<file path="src/rtl/multiciclo_control.sv">
// multiciclo_control: multicycle MIPS-subset control FSM (ports: clk, rst async active-low, op_code/funct_field/Zero/mem_ready in; datapath controls, illegal, instr_done, state, instr_count out; macro MULTICICLO_JUMP_EN enables j)
module multiciclo_control #(
  parameter int CNT_W = 32,
  parameter int OP_W  = 6
) (
  input  logic             clk,
  input  logic             rst,
  input  logic [OP_W-1:0]  op_code,
  input  logic [OP_W-1:0]  funct_field,
  input  logic             Zero,
  input  logic             mem_ready,
  output logic             PCWrite,
  output logic             IorD,
  output logic             MemRead,
  output logic             MemWrite,
  output logic             IRWrite,
  output logic             MemtoReg,
  output logic             RegDst,
  output logic             RegWrite,
  output logic             ALUSrcA,
  output logic             illegal,
  output logic             instr_done,
  output logic [1:0]       ALUSrcB,
  output logic [1:0]       PCSource,
  output logic [3:0]       ALUControl,
  output logic [3:0]       state,
  output logic [CNT_W-1:0] instr_count
);
  typedef enum logic [3:0] {
    FETCH = 4'd0, DECODE = 4'd1, MEMADR = 4'd2, MEMRD = 4'd3, MEMWB = 4'd4, MEMWR = 4'd5,
    EXEC = 4'd6, ALUWB = 4'd7, BRANCH = 4'd8, JUMP = 4'd9, ADDIEX = 4'd10, ADDIWB = 4'd11
  } st_t;
  localparam logic [OP_W-1:0] OP_LW   = OP_W'(6'b100011);
  localparam logic [OP_W-1:0] OP_SW   = OP_W'(6'b101011);
  localparam logic [OP_W-1:0] OP_R    = OP_W'(6'b000000);
  localparam logic [OP_W-1:0] OP_BEQ  = OP_W'(6'b000100);
  localparam logic [OP_W-1:0] OP_ADDI = OP_W'(6'b001000);
  localparam logic [OP_W-1:0] OP_J    = OP_W'(6'b000010);
  localparam logic [OP_W-1:0] F_ADD   = OP_W'(6'b100000);
  localparam logic [OP_W-1:0] F_SUB   = OP_W'(6'b100010);
  localparam logic [OP_W-1:0] F_AND   = OP_W'(6'b100100);
  localparam logic [OP_W-1:0] F_OR    = OP_W'(6'b100101);
  localparam logic [OP_W-1:0] F_SLT   = OP_W'(6'b101010);
  localparam logic [OP_W-1:0] F_NOR   = OP_W'(6'b100111);
  st_t st, nx;
  logic f_ok, op_ok;
  logic [3:0] f_alu;
  st_t dec_nx;
  assign state = st;
  always_comb begin
    f_ok  = 1'b1;
    f_alu = 4'b0000;
    case (funct_field)
      F_ADD:   f_alu = 4'b0010;
      F_SUB:   f_alu = 4'b0110;
      F_AND:   f_alu = 4'b0000;
      F_OR:    f_alu = 4'b0001;
      F_SLT:   f_alu = 4'b0111;
      F_NOR:   f_alu = 4'b1100;
      default: f_ok  = 1'b0;
    endcase
  end
  always_comb begin
    op_ok  = 1'b1;
    dec_nx = FETCH;
    case (op_code)
      OP_LW, OP_SW: dec_nx = MEMADR;
      OP_R:         dec_nx = EXEC;
      OP_BEQ:       dec_nx = BRANCH;
      OP_ADDI:      dec_nx = ADDIEX;
`ifdef MULTICICLO_JUMP_EN
      OP_J:         dec_nx = JUMP;
`endif
      default:      op_ok  = 1'b0;
    endcase
  end
  // Outputs are forced low for as long as rst is held, not just on the state register.
  always_comb begin
    nx         = st;
    PCWrite    = 1'b0;
    IorD       = 1'b0;
    MemRead    = 1'b0;
    MemWrite   = 1'b0;
    IRWrite    = 1'b0;
    MemtoReg   = 1'b0;
    RegDst     = 1'b0;
    RegWrite   = 1'b0;
    ALUSrcA    = 1'b0;
    illegal    = 1'b0;
    instr_done = 1'b0;
    ALUSrcB    = 2'b00;
    PCSource   = 2'b00;
    ALUControl = 4'b0000;
    if (rst) begin
      case (st)
        FETCH: begin
          MemRead    = 1'b1;
          ALUSrcB    = 2'b01;
          ALUControl = 4'b0010;
          IRWrite    = mem_ready;
          PCWrite    = mem_ready;
          nx         = mem_ready ? DECODE : FETCH;
        end
        DECODE: begin
          ALUSrcB    = 2'b11;
          ALUControl = 4'b0010;
          illegal    = !op_ok;
          nx         = dec_nx;
        end
        MEMADR: begin
          ALUSrcA    = 1'b1;
          ALUSrcB    = 2'b10;
          ALUControl = 4'b0010;
          nx         = (op_code == OP_SW) ? MEMWR : MEMRD;
        end
        MEMRD: begin
          IorD    = 1'b1;
          MemRead = 1'b1;
          nx      = mem_ready ? MEMWB : MEMRD;
        end
        MEMWB: begin
          MemtoReg   = 1'b1;
          RegWrite   = 1'b1;
          instr_done = 1'b1;
          nx         = FETCH;
        end
        MEMWR: begin
          IorD       = 1'b1;
          MemWrite   = 1'b1;
          instr_done = mem_ready;
          nx         = mem_ready ? FETCH : MEMWR;
        end
        EXEC: begin
          ALUSrcA    = 1'b1;
          ALUControl = f_alu;
          illegal    = !f_ok;
          nx         = f_ok ? ALUWB : FETCH;
        end
        ALUWB: begin
          RegDst     = 1'b1;
          RegWrite   = 1'b1;
          instr_done = 1'b1;
          nx         = FETCH;
        end
        BRANCH: begin
          ALUSrcA    = 1'b1;
          ALUControl = 4'b0110;
          PCSource   = 2'b01;
          PCWrite    = Zero;
          instr_done = 1'b1;
          nx         = FETCH;
        end
        JUMP: begin
          PCSource   = 2'b10;
          PCWrite    = 1'b1;
          instr_done = 1'b1;
          nx         = FETCH;
        end
        ADDIEX: begin
          ALUSrcA    = 1'b1;
          ALUSrcB    = 2'b10;
          ALUControl = 4'b0010;
          nx         = ADDIWB;
        end
        ADDIWB: begin
          RegWrite   = 1'b1;
          instr_done = 1'b1;
          nx         = FETCH;
        end
        default: nx = FETCH;
      endcase
    end
  end
  always_ff @(posedge clk or negedge rst) begin
    if (!rst) begin
      st          <= FETCH;
      instr_count <= '0;
    end else begin
      st <= nx;
      if (instr_done) instr_count <= instr_count + CNT_W'(1);
    end
  end
endmodule

</file>
<file path="config.mk">
export PLATFORM = sky130hd
export DESIGN_NAME = multiciclo_control
export DESIGN_NICKNAME = d
export VERILOG_FILES = /design/src/rtl/multiciclo_control.sv
export SDC_FILE = /design/constraint.sdc
export NUM_CORES = 1
export LEC_CHECK = 0
export ABC_AREA = 1
export CAP_MARGIN = 5
export CORE_MARGIN = 3
export CORE_UTILIZATION = 45
export CTS_BUF_LIST = sky130_fd_sc_hd__clkbuf_4 sky130_fd_sc_hd__clkbuf_8
export CTS_CLUSTER_SIZE = 16
export DETAILED_ROUTE_END_ITERATION = 8
export PLACE_DENSITY_LB_ADDON = 0.2
export SLEW_MARGIN = 40
export SYNTH_ARGS = -nofsm -noshare
export SYNTH_HDL_FRONTEND = slang
export SYNTH_SLANG_ARGS = --single-unit
export TNS_END_PERCENT = 30
</file>
<file path="constraint.sdc">
create_clock -name clk -period 2.11 [get_ports clk]
set_input_delay 0.422 -clock clk [delete_from_list [all_inputs] [get_ports clk]]
set_output_delay 0.422 -clock clk [all_outputs]
set_load 0.1 [all_outputs]
</file>
==> impl_metrics.csv <==
group,metric,value,unit
critical_path,path_delay_family,"flip-flops",
timing,layout_worst_path_cycle_share,102,%
global_routing,grt_pass1_vias,3082,
logic_synthesis,synthDistinctLibCells,37,
final_layout,final_common_cell,"nand2_1",
logic_synthesis,ys_warn_count,0,
logic_synthesis,yosys_register_bits,36,
cts,path_clk_slew,0.07,ns
timing,worstMarginPinSlew,0.460,ns
critical_path,crit_start,"state[0]",
detailed_routing,drt-vias-per-instance,5.19,
global_routing,antenna_found_initial,0,
cts,cts.sinks,36,
final_layout,nNetsFinal,567,
critical_path,cp-end-kind,"primary output",
logic_synthesis,synthesis.instances,452,
final_layout,multi_input_area,2030,µm²
place,hpwl,6770,µm
pwr,pwr-share-seq,22.1,%
pwr,finalPower,5.09,mW
critical_path,crit_required,1.69,ns
timing,slew_headroom,69.1,%
run_status,status,"finished with violations",
detailed_routing,first_pass_iters,4,
timing,layout_setup_ws,-0.0520,ns
global_routing,gr-total-overflow,0,
cts,clk_latency,0.29,ns
logic_synthesis,synth.avg_cell_area,6.45,µm²
critical_path,start_kind,"flop",
min_path,min_path_type,"in -> async",
timing,setup_violations,4,
floorplan,die_w,86.5,µm
cts,htree_levels,2,
global_routing,grt_pass1_wl,14700,µm
pwr,switching_share,58.6,%
pwr,switchingPower,2.98,mW
cts,cts_buffers,5,
place,globalplace.congestion,0.947,
final_layout,fillers,495,
cts,cts.path.max_buffers,2,
floorplan,start_util,47.8,%
pwr,cell_internal_pwr,2.11,mW
timing,timing.final.hold_violations,0,
timing,rsz0062_at_grt,"yes",
flow_run,maxCapViolCount,0,
cts,cts_tree,"built",
detailed_routing,drtAntennaViolNets,0,
pwr,clkPwrFrac,12.2,%
detailed_routing,initialDrtViolationCount,189,
critical_path,path_cells,"nor2_4 > nand2_4 > inv_6 > nand3_4 > a41oi_4 > buf_12",
place,io_buffers,70,
pwr,power_density,1150,nW/µm²
floorplan,ios,71,
logic_synthesis,synthesis.nets,469,
floorplan,coreArea,6100,µm²
detailed_routing,dr_total_vias,3246,
final_layout,drive_gt1_share,33.4,%
timing,fin_skew,0.00323,ns
logic_synthesis,synth_area,2910,µm²
detailed_routing,wl_per_cell,13.8,µm
detailed_routing,wirelength,8660,µm
cts,ctsHoldBuffers,0,
critical_path,cpPeakStageDelay,0.52,ns
floorplan,die_area,7480,µm²
timing,maxSlewViolCount,0,
detailed_routing,drc,0,
floorplan,fp-row-count,28,
critical_path,r2r-start,"instr_count[0]",
critical_path,crit_fanout,4,
final_layout,final_cell_mix,"nand2_1 (157), buf_4 (59), nor2_1 (56)",
final_layout,area_growth,51.6,%
run_status,violations,"negative setup slack",
critical_path,path_class,"reg -> out",
final_layout,n_antenna_cell,0,
timing,fmax,463,MHz
cts,clockRootBuffer,"clkbuf_8",
critical_path,cpMaxStageDelayCell,"dfrtp_4",
pwr,combinationalPowerShare,65.6,%
pwr,leakage,2.04,nW
global_routing,track_usage,24.4,%
floorplan,fp.dieH,86.5,µm
timing,min_period,2.16,ns
critical_path,cp.buffers_inverters,2,
logic_synthesis,synth.yosys.seq_area_share,30.9,%
place,pre_cts_ws,-0.292,ns
global_routing,grt_max_degree,33,
place,dp_cells,613,
pwr,ir_worst_vdd,1230,µV
final_layout,regArea,916,µm²
final_layout,layout.cells.non_filler,626,
critical_path,cp.arrival,1.74,ns
metrics by stage:
step	hold slack (ns)	TNS (ns)	utilization [%]	instance area, µm²
2_1_floorplan	0.126	-3.79	-	3130
3_3_place_gp	0.421	-0.676	67.8	4140
3_5_place_dp	0.422	-0.974	67.8	4140
4_1_cts	0.126	-0.105	71.4	4360
5_1_grt	0.135	-0.449	72.5	4420
6_report	0.127	-0.127	72.5	4420
cells in the mapped netlist (all sizes together):
cell / number / share of area, %
nand2: 176 / 24
nor2: 76 / 11
inv: 52 / 7.0
dfrtp: 36 / 31
o21ai: 25 / 6.1
nand3: 24 / 4.3
nor3: 18 / 3.3
xor2: 8 / 2.7
a21oi: 7 / 1.6
nand3b: 7 / 1.8
buf: 6 / 3.0
nand4: 4 / 0.86
a41oi: 2 / 0.60
o21bai: 2 / 0.52
xnor2: 2 / 0.60
and2: 1 / 0.26
clkbuf: 1 / 0.13
ha: 1 / 0.43
mux2: 1 / 0.39
o211ai: 1 / 0.73
o22ai: 1 / 0.21
o31ai: 1 / 0.26
registers in the layout (all words and copies together), names as in the netlist:
name         count
instr_count     32
state            4
worst paths after layout:
path | depth (start not counted) | slack, ns | endpoint
setup / recovery | 6 | -0.05 | ALUControl[1]
hold / removal | 2 | 0.13 | state[3]
min in group clk | 2 | 0.54 | instr_count[9]
max in group asynchronous | 3 | 1.58 | state[0]
setup reg to reg | 8 | 0.34 | instr_count[20]
hold reg to reg | 2 | 0.54 | instr_count[9]
what timing repair did:
action / in CTS / in global routing
pin swaps: 15 / 10
endpoints found under the setup margin: 11 / 11
buffers inserted: 4 / 1
gates resized for setup: 38 / 14
cells by family after synthesis:
| kind of cell | Yosys count | synth area share (%) |
|---|---|---|
| buf+inv | 59 | 10.0 |
| fa+ha+maj | 1 | 0.429 |
| simple gates | 306 | 45.0 |
| mux | 1 | 0.386 |
| flops | 36 | 30.9 |
| xor+xnor | 10 | 3.26 |
| compound gates | 39 | 10.0 |
per-layer routing:
metal / routed length, µm / share of wire [%] / up-vias / global-route usage [%]
met5: 0 / 0 / - / 0
met4: 95 / 1.1 / 0 / 5.81
met3: 508 / 5.9 / 12 / 4.28
met2: 4220 / 49 / 106 / 41.1
met1: 3840 / 44 / 1508 / 32.8
li1: - / - / 1620 / -
layout make-up:
| cell class | instances | share of cell area [%] |
|---|---|---|
| inverters | 52 | 4.98 |
| clock buffers | 6 | 1.73 |
| clock inverters | 2 | 0.793 |
| flip-flops and latches | 36 | 20.7 |
| multi-input cells | 357 | 46.0 |
| repair buffers | 98 | 23.6 |
| well taps | 75 | 2.12 |
power by group through the flow:
| stage | Sequential (mW) | Clock (mW) | Combinational (mW) |
|---|---|---|---|
| detailed placement | 1.13 | 0 | 3.23 |
| global route | 1.16 | 0.669 | 3.49 |
| finish | 1.13 | 0.622 | 3.34 |
| global placement | 1.13 | 0 | 3.19 |
| floorplan | 2.29 | 0 | 1.22 |
| CTS | 1.12 | 0.630 | 3.30 |
No activity file was read; power rests on OpenSTA's default activity.
